<file path="config.mk">
export PLATFORM = sky130hd
export DESIGN_NAME = inst_fetch_queue
export DESIGN_NICKNAME = d
export VERILOG_FILES = /design/src/rtl/inst_fetch_queue_pkg.sv /design/src/rtl/inst_fetch_queue_entry_buf.sv /design/src/rtl/inst_fetch_queue.sv
export SDC_FILE = /design/constraint.sdc
export NUM_CORES = 1
export LEC_CHECK = 0
export ABC_AREA = 1
export BUFFER_PORTS_ARGS = -buffer_cell sky130_fd_sc_hd__clkbuf_2
export CAP_MARGIN = 20
export CORE_MARGIN = 4
export CORE_UTILIZATION = 44
export DETAILED_ROUTE_END_ITERATION = 16
export PLACE_DENSITY_LB_ADDON = 0.12
export RECOVER_POWER = 25
export SLEW_MARGIN = 20
export SYNTH_ARGS = -nofsm -noshare
export SYNTH_HDL_FRONTEND = slang
export SYNTH_HIERARCHICAL = 1
export SYNTH_SLANG_ARGS = --single-unit
</file>
<file path="constraint.sdc">
create_clock -name cpu_clk_50M -period 4.7 [get_ports cpu_clk_50M]
set_clock_uncertainty 0.15 [all_clocks]
set_input_delay 0.94 -clock cpu_clk_50M [delete_from_list [all_inputs] [get_ports cpu_clk_50M]]
set_output_delay 0.94 -clock cpu_clk_50M [all_outputs]
set_load 0.005 [all_outputs]
</file>
<file path="src/rtl/inst_fetch_queue_pkg.sv">
// Shared MiniMIPS32 fetch-front-end definitions: reset vector, instruction width,
// the address-error exception code and the per-cycle fetch action encoding.
package inst_fetch_queue_pkg;
  localparam int          INST_W        = 32;
  localparam logic [31:0] MIPS_RESET_PC = 32'hBFC0_0000;
  localparam logic [4:0]  EXC_ADEL      = 5'h04;

  typedef enum logic [1:0] {
    FETCH_IDLE  = 2'd0,
    FETCH_ISSUE = 2'd1,
    FETCH_ADEL  = 2'd2
  } fetch_act_e;

  function automatic logic pc_aligned(input logic [1:0] pc_lo);
    return pc_lo == 2'b00;
  endfunction
endpackage

</file>
<file path="src/rtl/inst_fetch_queue_entry_buf.sv">
// In-order {pc, inst, filled, adel} entry store with separate head, tail and fill
// pointers so entries are allocated at issue time and filled as responses return.
module ifq_entry_buf
  import inst_fetch_queue_pkg::*;
#(
  parameter int DEPTH  = 4,
  parameter int ADDR_W = 32,
  parameter int DATA_W = INST_W
) (
  input  logic              clk,
  input  logic              srst,
  input  logic              clear,
  input  logic              alloc,
  input  logic [ADDR_W-1:0] alloc_pc,
  input  logic              alloc_adel,
  input  logic              fill,
  input  logic [DATA_W-1:0] fill_inst,
  input  logic              pop,
  output logic              head_valid,
  output logic [ADDR_W-1:0] head_pc,
  output logic [DATA_W-1:0] head_inst,
  output logic              head_adel
);
  localparam int PW = $clog2(DEPTH);

  logic [ADDR_W-1:0] pc_mem   [DEPTH];
  logic [DATA_W-1:0] inst_mem [DEPTH];
  logic [DEPTH-1:0]  filled_q, filled_d, adel_q, adel_d;
  logic [PW-1:0]     head_q, head_d, tail_q, tail_d, fill_ptr_q, fill_ptr_d;

  // Alloc (tail) never aliases pop (head, filled) or fill (allocated, unfilled).
  for (genvar gi = 0; gi < DEPTH; gi++) begin : g_entry
    logic pop_hit, alloc_hit, fill_hit;
    assign pop_hit      = pop   && (head_q     == PW'(gi));
    assign alloc_hit    = alloc && (tail_q     == PW'(gi));
    assign fill_hit     = fill  && (fill_ptr_q == PW'(gi));
    assign filled_d[gi] = clear ? 1'b0 :
                          alloc_hit ? alloc_adel : (fill_hit || (filled_q[gi] && !pop_hit));
    assign adel_d[gi]   = clear ? 1'b0 :
                          alloc_hit ? alloc_adel : (adel_q[gi] && !pop_hit);
  end

  always_comb begin
    head_d     = head_q;
    tail_d     = tail_q;
    fill_ptr_d = fill_ptr_q;
    if (clear) begin
      head_d     = '0;
      tail_d     = '0;
      fill_ptr_d = '0;
    end else begin
      if (pop)   head_d     = head_q + PW'(1);
      if (alloc) tail_d     = tail_q + PW'(1);
      if (fill)  fill_ptr_d = fill_ptr_q + PW'(1);
    end
  end

  always_ff @(posedge clk) begin
    if (srst) begin
      filled_q   <= '0;
      adel_q     <= '0;
      head_q     <= '0;
      tail_q     <= '0;
      fill_ptr_q <= '0;
    end else begin
      filled_q   <= filled_d;
      adel_q     <= adel_d;
      head_q     <= head_d;
      tail_q     <= tail_d;
      fill_ptr_q <= fill_ptr_d;
    end
  end

  always_ff @(posedge clk) begin
    if (alloc && !clear) pc_mem[tail_q]       <= alloc_pc;
    if (fill && !clear)  inst_mem[fill_ptr_q] <= fill_inst;
  end

  assign head_valid = filled_q[head_q];
  assign head_pc    = pc_mem[head_q];
  assign head_inst  = inst_mem[head_q];
  assign head_adel  = adel_q[head_q];
endmodule

</file>
<file path="src/rtl/inst_fetch_queue.sv">
// MiniMIPS32 instruction-fetch front end: variable-latency bus requests feeding an
// in-order queue, with redirect flush and discard of responses already in flight.
module inst_fetch_queue
  import inst_fetch_queue_pkg::*;
#(
  parameter int                DEPTH    = 4,
  parameter int                ADDR_W   = 32,
  parameter int                DATA_W   = INST_W,
  parameter logic [ADDR_W-1:0] RESET_PC = ADDR_W'(MIPS_RESET_PC)
) (
  input  logic                   cpu_clk_50M,
  input  logic                   cpu_rst,
  input  logic                   redirect,
  input  logic [ADDR_W-1:0]      redirect_pc,
  output logic                   inst_req,
  output logic [ADDR_W-1:0]      inst_addr,
  input  logic                   inst_addr_ok,
  input  logic                   inst_data_ok,
  input  logic [DATA_W-1:0]      inst_rdata,
  output logic                   out_valid,
  output logic [ADDR_W-1:0]      out_pc,
  output logic [DATA_W-1:0]      out_inst,
  output logic                   out_adel,
  input  logic                   out_ready,
  output logic [$clog2(DEPTH):0] occupancy
);
  localparam int             CW      = $clog2(DEPTH) + 1;
  localparam logic [CW-1:0]  DEPTH_C = CW'(DEPTH);

  logic [ADDR_W-1:0] fetch_pc_q, fetch_pc_d;
  logic [CW-1:0]     alloc_cnt_q, alloc_cnt_d, live_q, live_d, discard_q, discard_d;
  logic              halted_q, halted_d;
  logic [CW:0]       outstanding;
  fetch_act_e        act;
  logic              accept, drop, landed, do_fill, do_pop, do_alloc;
  logic              head_valid, head_adel;
  logic [ADDR_W-1:0] head_pc;
  logic [DATA_W-1:0] head_inst;

  assign outstanding = {1'b0, live_q} + {1'b0, discard_q};

  always_comb begin
    act = FETCH_IDLE;
    if (!cpu_rst && !redirect && !halted_q && (alloc_cnt_q < DEPTH_C)) begin
      if (!pc_aligned(fetch_pc_q[1:0]))       act = FETCH_ADEL;
      else if (outstanding < {1'b0, DEPTH_C}) act = FETCH_ISSUE;
    end
  end

  assign inst_req  = (act == FETCH_ISSUE);
  assign inst_addr = fetch_pc_q;
  assign accept    = inst_req && inst_addr_ok;
  assign drop      = inst_data_ok && (discard_q != '0);
  assign landed    = inst_data_ok && !drop && (live_q != '0);
  assign do_fill   = landed && !redirect;
  assign do_pop    = head_valid && out_ready && !redirect;
  assign do_alloc  = accept || (act == FETCH_ADEL);

  always_comb begin
    fetch_pc_d  = fetch_pc_q;
    alloc_cnt_d = alloc_cnt_q;
    live_d      = live_q;
    halted_d    = halted_q;
    discard_d   = drop ? discard_q - CW'(1) : discard_q;
    if (redirect) begin
      fetch_pc_d  = redirect_pc;
      alloc_cnt_d = '0;
      live_d      = '0;
      halted_d    = 1'b0;
      // A live response landing right now has already returned; only the rest become discards.
      discard_d   = discard_d + live_q - CW'(landed) + CW'(accept);
    end else begin
      if (accept)             fetch_pc_d = fetch_pc_q + ADDR_W'(4);
      if (act == FETCH_ADEL)  halted_d   = 1'b1;
      alloc_cnt_d = alloc_cnt_q + CW'(do_alloc) - CW'(do_pop);
      live_d      = live_q + CW'(accept) - CW'(do_fill);
    end
  end

  always_ff @(posedge cpu_clk_50M) begin
    if (cpu_rst) begin
      fetch_pc_q  <= RESET_PC;
      alloc_cnt_q <= '0;
      live_q      <= '0;
      discard_q   <= '0;
      halted_q    <= 1'b0;
    end else begin
      fetch_pc_q  <= fetch_pc_d;
      alloc_cnt_q <= alloc_cnt_d;
      live_q      <= live_d;
      discard_q   <= discard_d;
      halted_q    <= halted_d;
    end
  end

  ifq_entry_buf #(
    .DEPTH  (DEPTH),
    .ADDR_W (ADDR_W),
    .DATA_W (DATA_W)
  ) u_buf (
    .clk        (cpu_clk_50M),
    .srst       (cpu_rst),
    .clear      (redirect),
    .alloc      (do_alloc),
    .alloc_pc   (fetch_pc_q),
    .alloc_adel (act == FETCH_ADEL),
    .fill       (do_fill),
    .fill_inst  (inst_rdata),
    .pop        (do_pop),
    .head_valid (head_valid),
    .head_pc    (head_pc),
    .head_inst  (head_inst),
    .head_adel  (head_adel)
  );

  assign out_valid = head_valid;
  assign out_pc    = head_valid ? head_pc : '0;
  assign out_inst  = (head_valid && !head_adel) ? head_inst : '0;
  assign out_adel  = head_valid && head_adel;
  assign occupancy = alloc_cnt_q;
endmodule

</file>
## Yosys cells after proc, flatten, opt, wreduce, memory -nomap -nowiden

Memories as Yosys holds them, arrays and structs flattened. A register that Yosys moved wholly into a read port is not among the register bits.
Index checks and enable logic that the tools add are counted.
W data, S select, Z words.

- Register bits: 56
- Bits in writable memories: 256
- Bits of input ports: 70
- Output and inout bits: 102
- Logic and storage cells: 124
- Memories: 2

Memories:

| memory | depth | width | read ports | clocked after Yosys merged registers in | wr ports | RTL line | RTL |
|---|---|---|---|---|---|---|---|
| u_buf.inst_mem | 4 | 32 | 1 | 1 | 1 | inst_fetch_queue_entry_buf.sv:27 | `logic [DATA_W-1:0] inst_mem [DEPTH];` |
| u_buf.pc_mem | 4 | 32 | 1 | 1 | 1 | inst_fetch_queue_entry_buf.sv:26 | `logic [ADDR_W-1:0] pc_mem [DEPTH];` |

- Add/sub/neg operators: 13
- $lt $le $gt $ge: 3
- Equal/unequal tests: 11
- Mux-type cells: 29
- Reductions and logical operators: 56

Operators by type and width:

| kind | count |
|---|---|
| $mux W32 | 4 |
| $logic_and A1 B1 Y1 | 34 |
| $add A32 B3 Y32 const B | 1 |
| $mux W1 | 15 |
| $eq A2 B2 Y1 const B | 7 |
| $mux W2 | 6 |
| $add A3 B1 Y3 | 3 |
| $logic_not A1 Y1 | 9 |
| $sub A3 B1 Y3 | 3 |
| $eq A2 B1 Y1 const B | 4 |
| $logic_not A2 Y1 | 4 |
| $add A2 B1 Y2 const B | 3 |
| $mux W3 | 2 |
| $reduce_bool A3 Y1 | 2 |
| $logic_or A1 B1 Y1 | 5 |
| $add A3 B3 Y4 | 1 |
| $bmux W1 S2 | 2 |
| $lt A4 B3 Y1 const B | 1 |
| $add A3 B3 Y3 | 1 |
| $lt A2 B3 Y1 const B | 1 |
| $lt A3 B3 Y1 const B | 1 |
| $sub A3 B1 Y3 const B | 1 |
| $reduce_bool A2 Y1 | 1 |
| $reduce_or A2 Y1 | 1 |

## Longest topological paths before layout

Gate-level depths: netlist of run 1.

- Depth in word-level cells: 11
- Mapped depth: 15

## Modules after synthesis

Netlist of run 1, hierarchy kept.

Modules (own cells, without submodules):

| module | instances | cells an instance | area each (sq um) | seq. area each (sq um) |
|---|---|---|---|---|
| ifq_entry_buf | 1 | 736 | 10,386.2 | 8,007.7 |
| inst_fetch_queue | 1 | 598 | 3,455.8 | 840.8 |

## Worst setup path after synthesis of run 1

OpenSTA, ideal clock, no wires.

- Path type: input to register
- Start: input redirect
- End: memory u_buf.pc_mem[0][0] (enable)
- Setup time: 421 ps
- Arrival time: 3,406 ps
- Required time: 4,129 ps
- Path slack: 723 ps
- Stages: 10
- Buffers on the path: 3
- Cells stage by stage: buf_6 > nor2_4 > nand2_2 > nor2_2 > nand3_2 > buf_6 > nand2_1 > clkbuf_1 > nand2_1 > nor2_1

- Cells in the longest elaborated chain, start to end: 11
- Elaborated cells on any way between the ends: 12
- Those cells by class: eq/ne (2); mux (3); reduce/logical (7)

RTL lines:

| item | RTL line | RTL |
|---|---|---|
| start, declared | inst_fetch_queue.sv:13 | `input logic redirect,` |
| $logic_not A1 Y1 * | inst_fetch_queue.sv:44 | `if (!cpu_rst && !redirect && !halted_q && (alloc_cnt_q < DEPTH_C)) begin` |
| $logic_and A1 B1 Y1 * (3 in series) | inst_fetch_queue.sv:44 |  |
| $mux W2 * | inst_fetch_queue.sv:44 |  |
| $eq A2 B1 Y1 | inst_fetch_queue.sv:50 | `assign inst_req = (act == FETCH_ISSUE);` |
| $logic_and A1 B1 Y1 | inst_fetch_queue.sv:52 | `assign accept = inst_req && inst_addr_ok;` |
| $logic_or A1 B1 Y1 * | inst_fetch_queue.sv:57 | `assign do_alloc = accept \|\| (act == FETCH_ADEL);` |
| named net do_alloc | inst_fetch_queue.sv:35 | `logic accept, drop, landed, do_fill, do_pop, do_alloc;` |
| $logic_and A1 B1 Y1 * | inst_fetch_queue_entry_buf.sv:75 | `if (alloc && !clear) pc_mem[tail_q] <= alloc_pc;` |
| $mux W1 * | inst_fetch_queue_entry_buf.sv:75 |  |
| $mux W1 (implied by the code) * | inst_fetch_queue_entry_buf.sv:75 |  |
| end, declared | inst_fetch_queue_entry_buf.sv:26 |  |

Mark *: on every way through the listed nets, which the timed path passes. The rest lies on a longest branch.

==> summary.txt, run 1 <==
Outcome
  – Status: complete, no violations

Critical path
  – R2R Path Start: live_q[2]
  – Worst r2r dst: occupancy[2]
  – R2R Setup Slk: 1.57 ns
  – Critical Path Source Type: flop
  – Worst setup EP type: output pin
  – Critical-path maximum fanout: 93
  – Req. time, crit path: 3.61 ns
  – Worst EP arrival: 2.72 ns
  – Crit path kind: reg2out
  – Reg2reg path depth: 15

Synth
  – Simple-Gate Fraction of Synth Area: 14.59%
  – Top FF cell, synth: edfxtp_1
  – Synth top area share: 55.54%
  – Post-synth ARST share: 0%
  – Compound-Gate Fraction of Synth Area: 10.56%
  – Post-synthesis cell type count: 39
  – Largest family of logic cells by synthesized area: simple AND/OR/NAND/NOR gates
  – XOR/XNOR Fraction of Synth Area: 1.265%
  – Yosys warning count: 6
  – Synth Instances: 1,334
  – Syn_nets: 1,431
  – EDFF count, synth: 256
  – Top post-synthesis cells by area: edfxtp_1, dfxtp_1, nor2_1
  – Cell taking the most area after synthesis: edfxtp_1
  – Avg Cell Area, Syn: 10.38 um^2
  – Register bit total from synthesis: 314
  – Post-Synth Adder-Cell Area: 2.658%
  – Synth Cell Area: 13,840 um^2
  – Sequential element share of the synthesized area: 63.92%
  – Post-synthesis mux area share: 0%

STA
  – Tcrit/Tclk final: 81.06%
  – Max Slew Vio Count: 0
  – Slew margin rel.: 38.13%
  – Setup violators final: 0
  – Final hold vios: 0
  – Setup TNS: 0 ns
  – RSZ-0062 raised after global routing: no
  – Post-layout min period: 3.810 ns
  – Worst-margin pin slew: 0.9280 ns
  – Max Clock Freq: 0.2625 GHz
  – Min Hold Slack: 0.3021 ns

Placement
  – Final GP Congestion: 0.8999
  – Port bufs: 171
  – DPL Wire Length: 20.40 mm
  – Dpl cell area: 15,000 um^2

Clock tree
  – CTS Buf Count: 35
  – Max clock buf depth: 3
  – Hold Buf Count CTS: 0
  – Post-cts resize count: 0
  – CTS sink count: 314
  – Clk_lat worst skew: 0.51 ns
  – Reg clk slew, reported paths: 0.06 ns
  – Postcts setup bufs: 0
  – CTS tree: yes
  – Root buffer cell: clkbuf_16
  – H-Tree Depth: 2

Route
  – DRT iter0 DRCs: 492
  – Drt drc: 0
  – Routed length on met1: 14.84 mm
  – Vias per std cell: 5.078
  – Wire length on met2: 15.13 mm
  – Wirelength per Cell: 16.99 um
  – Vias: 9,719
  – Pre-antenna DRT Iters: 5
  – DRT Wirelength: 32.52 mm
  – Highest metal layer with signal wires: met4
  – Final antenna-violating net count: 0
  – Met3 Wirelength: 1.927 mm

Die
  – Row count: 64
  – Die Y: 185.4 um
  – Die width: 185.4 um
  – Io pins: 172
  – Die area: 34,360 um^2
  – Core ar.: 30,830 um^2
  – Initial Util: 44.90%

Global route
  – Initial antenna violation count: 0
  – Largest net degree at the start of global routing: 105
  – Grt total ovfl: 0
  – Vias in the first global route: 9,352
  – Global-route wire length before repair: 50.24 mm
  – GRT Resource Usage Total: 18.57%

Power
  – Logic pwr share: 4.6%
  – P_sw: 1.259 mW
  – Flop pwr share: 52.6%
  – Pwr/cell area: 369.6 nW/um^2
  – Clock share of power: 42.8%
  – Switching part of the total: 21.23%
  – Maximum vdd drop: 0.2541 mV
  – Post-layout total power: 5.929 mW
  – Internal Power: 4.670 mW
  – Leakage: 6.388 nW

Final layout
  – Commonest non-fill, non-tap cell in the layout: edfxtp_1
  – Fin nets: 1,593
  – Layout cells sized above 1: 16.27%
  – Most frequent cells in the layout: edfxtp_1, nor2_1, nand2_1
  – N_diodes: 0
  – Design Area, Final: 16,040 um^2
  – Final Util: 52.03%
  – Layout area overhead: 15.87%

Worst hold path
  – Hold path start: halted_q
  – HP Class: reg2reg
  – Worst hold endpoint: halted_q
  – WHS Path Cells: 2

Run
  – Max_cap viols: 0
cells by family (layout without fill, tap and decap cells):
logic type | after synthesis | in the layout
AND/OR/NAND/NOR | 494 | 494
flip-flops | 314 | 314
AO/OA/AOI/OAI | 270 | 270
buffers and inverters | 209 | 393
adder cells (fa/ha/maj) | 27 | 27
XOR/XNOR | 20 | 20
area by class of cell:
type	count	area (um^2)
fill	2774	14790
multi-input combinational	811	4098
clock buffer	45	934.6
clock inverter	14	133.9
sequential	314	8853
inverter	143	541.8
tap	396	495.5
timing repair buffer	191	982.2
flip-flops by register name, summed over array words and instances (netlist names), named ones only:
signal and flops:
u_buf/head_q 2, occupancy 3, u_buf/tail_q 2, u_buf/pc_mem 128, discard_q 3, halted_q 1
u_buf/inst_mem 128, u_buf/filled_q 4, inst_addr 32, live_q 3, u_buf/fill_ptr_q 2, u_buf/adel_q 4
critical path, cell delays in order (launching register included):
cell and delay, ns:
dfxtp_4 0.59, buf_4 0.80, o21ai_0 0.20, o22ai_1 0.19
inv_1 0.06, nor2_1 0.19, clkbuf_2 0.15
cells in the mapped netlist (7+ instances only):
master	number
edfxtp_1	256
nor2_1	232
nand2_1	196
inv_1	138
o21ai_0	104
o22ai_1	66
dfxtp_1	58
o21ai_1	57
clkbuf_1	32
a21oi_1	31
nand3_1	31
ha_1	23
buf_6	18
xor2_1	13
buf_4	7
nor3_1	7
xnor2_1	7
per-stage QoR:
stage | cells | setup slack (ns)
floorplan | 1334 | 0.7225
global placement | 1855 | 1.140
detailed placement | 1855 | 1.065
CTS | 1914 | 0.8169
global route | 1914 | 0.6656
finish | 1914 | 0.8901
power by group through the flow:
stage	Sequential [mW]	Clock [mW]	Combinational [mW]
floorplan	3.15	0	0.171
global placement	3.17	0	0.272
detailed placement	3.18	0	0.278
CTS	3.12	2.60	0.280
global route	3.12	2.73	0.319
finish	3.12	2.54	0.271
worst max path at each step:
stage	from	endpoint	slack [ns]	cells after the start
floorplan	redirect	u_buf/pc_mem[0][0]	0.72	10
global placement	cpu_rst	occupancy[2]	1.14	15
detailed placement	cpu_rst	occupancy[2]	1.07	15
CTS	flop	out_pc[17]	0.82	7
global route	flop	out_inst[25]	0.67	6
finish	flop	out_inst[31]	0.89	6
per-layer routing:
metal | global-route usage, % | vias up
li1 | - | 4852
met5 | 0 | -
met2 | 30.27 | 271
met1 | 25.75 | 4553
met4 | 5.490 | 0
met3 | 3.103 | 43
No activity file was read; power rests on OpenSTA's default activity.
==> run 2: changes to the inputs <==
- ABC_AREA: 1 -> 0
- clock period: 4.7 -> 3.9 ns (I/O delays scaled with it)
==> run 2 against run 1 <==
  * Total power increased by 26%
  * Non-clock buffer count up 5
  * Cell count decreased by 26%
  * Sequential power grew 21%
  * Global-route usage down 0.61 points
  * Critical path depth is the same
  * First-iteration DRC count down 3.3%
  * Sequential share of layout area grew 1.0 points
  * Synthesized cell count is 39% lower
  * Clock-buffer cell count stayed put
  * Largest cell class unchanged
==> summary.txt, run 2 <==
Power
  – Post-layout total power: 7.443 mW (+26%)
  – Clock share of power: 43.8% (+1.0 points)
  – Switching part of the total: 21.25% (about the same)
  – P_sw: 1.582 mW (+26%)
  – Internal Power: 5.862 mW (+26%)
  – Pwr/cell area: 472.5 nW/um^2 (+28%)
  – Maximum vdd drop: 0.3641 mV (+43%)
  – Leakage: 5.509 nW (-14%)
  – Flop pwr share: 50.6% (-2.0 points)
  – Logic pwr share: 5.6% (+1.0 points)

Clock tree
  – Max clock buf depth: 3 (unchanged)
  – CTS Buf Count: 34 (-2.9%)
  – Post-cts resize count: 0 (unchanged)
  – Clk_lat worst skew: 0.52 ns (about the same)
  – H-Tree Depth: 2 (unchanged)
  – Hold Buf Count CTS: 0 (unchanged)
  – Reg clk slew, reported paths: 0.06 ns (about the same)
  – CTS tree: yes
  – Root buffer cell: clkbuf_16
  – Postcts setup bufs: 0 (unchanged)
  – CTS sink count: 314 (unchanged)

Final layout
  – Layout area overhead: 18.81%
  – Most frequent cells in the layout: edfxtp_1, clkbuf_2, and2_1
  – Cell Count, Final, Fillers Out: 1,421 (-26%)
  – Fin nets: 1,102 (-31%)
  – Commonest non-fill, non-tap cell in the layout: edfxtp_1
  – Fillcell total: 2,529 (-8.8%)
  – Design Area, Final: 15,750 um^2 (-1.8%)
  – Layout cells sized above 1: 29.19% (+13 points)
  – N_diodes: 0 (unchanged)
  – Final Util: 53.01% (+0.98 points)

Critical path
  – Critical Path Source Type: flop
  – Critical path startpoint: u_buf/head_q[1]
  – Reg2reg path depth: 13 (-2)
  – Crit path kind: reg2out
  – R2R Path Start: live_q[1]
  – Critical-path maximum fanout: 35 (-62%)
  – Worst setup EP type: output pin
  – Req. time, crit path: 2.97 ns (-0.64 ns)
  – R2R Setup Slk: 0.47 ns (-1.10 ns)
  – Setup crit end: out_inst[6]
  – Worst r2r dst: discard_q[2]
  – Worst EP arrival: 2.63 ns (-0.09 ns)

STA
  – Worst-margin pin slew: 1.053 ns (+0.1253 ns)
  – Setup violators final: 0 (unchanged)
  – Final hold vios: 0 (unchanged)
  – Slew margin rel.: 29.52% (-8.6 points)
  – Max Slew Vio Count: 0 (unchanged)
  – Setup ws final: 0.3407 ns (-0.5493 ns)
  – Min Hold Slack: 0.3217 ns (+0.01961 ns)
  – Post-layout min period: 3.559 ns
  – Setup TNS: 0 ns (unchanged)
  – Max Clock Freq: 0.2810 GHz
  – RSZ-0062 raised after global routing: no
  – Tcrit/Tclk final: 91.26%

Die
  – Die width: 181.6 um (-2.0%)
  – Die Y: 181.6 um (-2.0%)
  – Row count: 63 (-1.6%)
  – Initial Util: 44.62% (-0.28 points)
  – Core ar.: 29,720 um^2 (-3.6%)
  – Io pins: 172 (unchanged)
  – Die area: 32,970 um^2 (-4.0%)

Global route
  – Met1 Resource Use GR: 24.92% (-0.83 points)
  – Vias in the first global route: 7,911 (-15%)
  – Grt total ovfl: 0 (unchanged)
  – M3 GR Usage: 3.646% (+0.54 points)
  – GRT Resource Usage Total: 17.95% (-0.61 points)
  – Largest net degree at the start of global routing: 53 (-50%)
  – Initial antenna violation count: 0 (unchanged)
  – Met2 usage: 29.34% (-0.93 points)
  – GRT busiest layer: met2
  – Global-route wire length before repair: 46.30 mm (-7.8%)

Placement
  – DPL Wire Length: 19.13 mm (-6.3%)
  – Placed insts: 1,359 (-27%)
  – Port bufs: 171 (unchanged)
  – Final GP Congestion: 0.7954 (-12%)
  – Worst setup slack after placement: 0.1278 ns (-0.9376 ns)
  – Dpl cell area: 14,640 um^2 (-2.4%)

Synth
  – Synth cell count leaders: edfxtp_1, and2_1, mux4_2
  – Post-synth ARST share: 0% (unchanged)
  – Synth top area share: 57.98% (+2.4 points)
  – Syn_nets: 913 (-36%)
  – Register bit total from synthesis: 314 (unchanged)
  – Synth Instances: 816 (-39%)
  – Top FF cell, synth: edfxtp_1
  – Top post-synthesis cells by area: edfxtp_1, mux4_2, dfxtp_1
  – Avg Cell Area, Syn: 16.25 um^2 (+57%)
  – Post-synthesis cell type count: 67 (+72%)
  – Sequential element share of the synthesized area: 66.74% (+2.8 points)
  – Yosys warning count: 6 (unchanged)
  – EDFF count, synth: 256 (unchanged)
  – Most instantiated library cell after synthesis: edfxtp_1
  – Cell taking the most area after synthesis: edfxtp_1
  – Synth Cell Area: 13,260 um^2 (-4.2%)

Route
  – DRT Wirelength: 29.78 mm (-8.4%)
  – Wirelength per Cell: 20.95 um (+23%)
  – Drt drc: 0 (unchanged)
  – Final antenna-violating net count: 0 (unchanged)
  – Vias: 7,710 (-21%)
  – Vias per std cell: 5.426 (+6.9%)
  – Pre-antenna DRT Iters: 5 (unchanged)
  – DRT iter0 DRCs: 476 (-3.3%)

Run
  – Max_cap viols: 0 (unchanged)

Worst hold path
  – HP Class: reg2reg

Outcome
  – Status: complete, no violations
-- run 2: changes by cell type in the layout (fill, tap and decap cells not counted), moves of 21 or more --
cell     previous run  this run
nor2_1            224        36
nand2_1           196        30
inv_1             138        25
o21ai_0           104        10
and2_1              0        72
o22ai_1            65         0
mux4_2              0        62
o21ai_1            57         2
nand3_1            31        10
-- run 2: metal layers --
| metal | part of all wire [%] | wire length [um] | up-vias |
|---|---|---|---|
| li1 | - | - | 3565 |
| met1 | 44 | 13250 | 3879 |
| met2 | 48 | 14290 | 234 |
| met3 | 5.8 | 1717 | 32 |
| met4 | 1.8 | 527 | 0 |
| met5 | 0 | 0 | - |
-- run 2: logic make-up (layout without fill, tap and decap cells) --
logic type | Yosys count | after routing | synth area share [%]
flops | 314 | 314 | 66.74
buf+inv | 70 | 285 | 2.963
fa+ha+maj | 27 | 27 | 2.774
compound gates | 94 | 94 | 4.898
simple gates | 218 | 218 | 9.418
xor+xnor | 18 | 18 | 1.189
mux | 75 | 75 | 12.02
-- run 2: how the worst min path moves through the flow --
stage               depth (start not counted)              endpoint          start
floorplan                                   1              halted_q       halted_q
global placement                            1              halted_q       halted_q
detailed placement                          1              halted_q       halted_q
CTS                                         1  u_buf/inst_mem[2][0]  inst_rdata[0]
global route                                1              halted_q       halted_q
finish                                      1              halted_q       halted_q
-- run 2: area by class of cell --
type                       instances  area [um^2]  area share [%]
clock inverter                    17        205.2           1.303
sequential                       314         8853           56.20
clock buffer                      45        953.4           6.052
timing repair buffer             196         1071           6.799
tap                              390        488.0           3.098
inverter                          27        103.9          0.6593
multi-input combinational        432         4078           25.89
-- run 2: critical path: stages (launching register included) --
cell      delay [ns]
dfxtp_1         0.48
mux4_2          0.60
buf_4           0.29
nor2b_2         0.20
buf_4           0.22
and2_1          0.21
clkbuf_2        0.11
-- run 2: power groups by stage --
| stage | combinational (mW) | clock [mW] | sequential (mW) |
|---|---|---|---|
| global route | 0.474 | 3.51 | 3.77 |
| floorplan | 0.267 | 0 | 3.80 |
| finish | 0.419 | 3.26 | 3.77 |
| detailed placement | 0.429 | 0 | 3.84 |
| CTS | 0.431 | 3.35 | 3.77 |
| global placement | 0.425 | 0 | 3.84 |
==> run 3: changes to the inputs <==
- BUFFER_PORTS_ARGS: -buffer_cell sky130_fd_sc_hd__clkbuf_2 -> -buffer_cell sky130_fd_sc_hd__buf_4
- CORE_UTILIZATION: 44 -> 58
==> run 3 against run 2 <==
  * Register-to-register slack barely moved
  * Critical path depth is the same
  * Flip-flop and latch count stayed put
  * Clock-buffer cell count grew 3
  * Combinational power rose by 7.6%
  * Via count grew 0.29%
  * Clock power shrank 6.1%
  * Design area increased by 0.79%
  * Largest cell class unchanged
  * Cell count shrank 7.7%
  * Total power fell by 2.2%
  * Hold slack worse by 0.022 ns
  * Global-route usage increased by 3.6 points
==> summary.txt, run 3 (synthesized netlist as in run 2, its figures left out) <==
Final layout
  – Cell Count, Final, Fillers Out: 1,311 (-7.7%)
  – Fin nets: 1,098 (-0.36%)
  – Layout cells sized above 1: 28.85% (-0.35 points)
  – N_diodes: 0 (unchanged)
  – Fillcell total: 1,530 (-40%)
  – Most frequent cells in the layout: edfxtp_1, buf_4, and2_1
  – Layout area overhead: 19.74%
  – Commonest non-fill, non-tap cell in the layout: edfxtp_1
  – Design Area, Final: 15,880 um^2 (+0.79%)

Power
  – Logic pwr share: 6.2% (+0.6 points)
  – Clock share of power: 42.1% (-1.7 points)
  – Maximum vdd drop: 0.3607 mV (-0.92%)
  – P_sw: 1.487 mW (-6.0%)
  – Pwr/cell area: 458.4 nW/um^2 (-3.0%)
  – Flop pwr share: 51.7% (+1.1 points)
  – Internal Power: 5.792 mW (-1.2%)
  – Switching part of the total: 20.43% (-0.82 points)
  – Leakage: 5.557 nW (+0.87%)

Global route
  – Grt total ovfl: 0 (unchanged)
  – Largest net degree at the start of global routing: 53 (unchanged)
  – Vias in the first global route: 7,881 (-0.38%)
  – Initial antenna violation count: 0 (unchanged)
  – GRT Resource Usage Total: 21.56% (+3.6 points)
  – Global-route wire length before repair: 43.82 mm (-5.4%)

Critical path
  – Critical path startpoint: u_buf/head_q[1]
  – Worst r2r dst: discard_q[2]
  – Critical-path maximum fanout: 32 (-8.6%)
  – Req. time, crit path: 2.97 ns (about the same)
  – Worst setup EP type: output pin
  – Reg2reg path depth: 13 (unchanged)
  – Critical Path Source Type: flop
  – Worst EP arrival: 2.71 ns (+0.08 ns)
  – Crit path kind: reg2out
  – R2R Path Start: live_q[1]
  – R2R Setup Slk: 0.48 ns (about the same)

Clock tree
  – Post-cts resize count: 0 (unchanged)
  – Hold Buf Count CTS: 0 (unchanged)
  – Max clock buf depth: 3 (unchanged)
  – CTS sink count: 314 (unchanged)
  – Clk_lat worst skew: 0.55 ns (+0.03 ns)
  – H-Tree Depth: 1 (-1)
  – CTS Buf Count: 31 (-8.8%)
  – Reg clk slew, reported paths: 0.06 ns (about the same)
  – Postcts setup bufs: 0 (unchanged)
  – Root buffer cell: clkbuf_16
  – CTS tree: yes

Worst hold path
  – Worst hold endpoint: inst_addr[27]
  – HP Class: in2reg
  – Hold path start: redirect_pc[27]
  – WHS Path Cells: 2 (+1)

STA
  – Worst-margin pin slew: 1.035 ns (-0.01805 ns)
  – Setup violators final: 0 (unchanged)
  – Setup ws final: 0.2591 ns (-0.08168 ns)
  – Tcrit/Tclk final: 93.36% (+2.1 points)
  – Max Slew Vio Count: 0 (unchanged)
  – Post-layout min period: 3.641 ns (+0.08168 ns)
  – Setup TNS: 0 ns (unchanged)
  – RSZ-0062 raised after global routing: no
  – Max Clock Freq: 0.2747 GHz (-2.2%)
  – Final hold vios: 0 (unchanged)
  – Slew margin rel.: 30.73% (+1.2 points)

Placement
  – Worst setup slack after placement: 0.2145 ns (+0.08672 ns)
  – Final GP Congestion: 0.8648 (+8.7%)
  – Port bufs: 171 (unchanged)
  – Placed insts: 1,253 (-7.8%)
  – Dpl cell area: 14,930 um^2 (+2.0%)
  – DPL Wire Length: 17.67 mm (-7.6%)

Route
  – DRT iter0 DRCs: 476 (unchanged)
  – Pre-antenna DRT Iters: 5 (unchanged)
  – Routed length on met1: 11.55 mm (-13%)
  – DRT Wirelength: 27.41 mm (-7.9%)
  – Drt drc: 0 (unchanged)
  – Wire length on met2: 13.33 mm (-6.7%)
  – Vias per std cell: 5.898 (+8.7%)
  – Met3 Wirelength: 2.270 mm (+32%)
  – Highest metal layer with signal wires: met4
  – Vias: 7,732 (+0.29%)
  – Final antenna-violating net count: 0 (unchanged)
  – Wirelength per Cell: 20.91 um (-0.21%)

Die
  – Die area: 25,340 um^2 (-23%)
  – Io pins: 172 (unchanged)
  – Die width: 159.2 um (-12%)
  – Die Y: 159.2 um (-12%)
  – Row count: 55 (-13%)
  – Core ar.: 22,570 um^2 (-24%)
  – Initial Util: 58.74% (+14 points)

Run
  – Max_cap viols: 0 (unchanged)

Outcome
  – Status: complete, no violations
run 3: changes by cell type in the layout (fill, tap and decap cells not counted):
cell       before  now
clkbuf_2      139    0
buf_4          17  155
clkbuf_1       40   46
clkbuf_16      35   31
clkinv_1        5    1
clkinv_2        6    3
and3b_1         4    2
and3b_2         0    2
clkinv_8        2    0
bufinv_16       4    5
clkbuf_8        4    5
inv_6           0    1
run 3: power groups by stage:
stage | Combinational, mW | Clock [mW] | Sequential, mW
2_1_floorplan | 0.267 | 0 | 3.80
5_1_grt | 0.505 | 3.29 | 3.77
6_report | 0.451 | 3.06 | 3.76
3_3_place_gp | 0.460 | 0 | 3.83
3_5_place_dp | 0.469 | 0 | 3.83
4_1_cts | 0.473 | 3.13 | 3.76
run 3: per-stage QoR:
step | util (%) | hold slack (ns) | power, mW
after CTS | 70.90 | 0.2612 | 7.361
after global routing | 70.34 | 0.2906 | 7.565
final | 70.34 | 0.2993 | 7.279
after detailed placement | 66.16 | 0.2986 | 4.300
after global placement | 66.16 | 0.2892 | 4.288
after floorplan | - | 0.2775 | 4.069
run 3: how the worst max path moves through the flow:
stage	cells past startpoint	slack, ns	to
2_1_floorplan	14	-0.03	discard_q[2]
3_3_place_gp	13	0.25	discard_q[2]
3_5_place_dp	13	0.21	discard_q[2]
4_1_cts	6	0.18	out_inst[12]
5_1_grt	6	0.11	out_inst[25]
6_report	6	0.26	out_inst[12]
run 3: cell type report:
cell class                      instances  area [um^2]  share of cell area (%)
Clock inverter                         10        181.4                   1.143
Tap cell                              285        356.6                   2.246
Clock buffer                           48        889.6                   5.603
Multi-Input combinational cell        432         4080                   25.70
Inverter                               27        103.9                  0.6541
Timing Repair Buffer                  195         1411                   8.890
Sequential cell                       314         8853                   55.76
run 3: critical path, cell delays in order (launching register included):
cell and delay [ns]:
dfxtp_1 0.46, mux4_2 0.68, buf_4 0.28, nor2b_2 0.18
buf_4 0.21, and2_1 0.21, buf_4 0.14
run 3: routing by layer:
layer | vias to the layer above | global-route usage [%]
met4 | 0 | 3.708
met3 | 29 | 4.116
li1 | 3557 | -
met1 | 3811 | 31.06
met5 | - | 0
met2 | 335 | 35.50
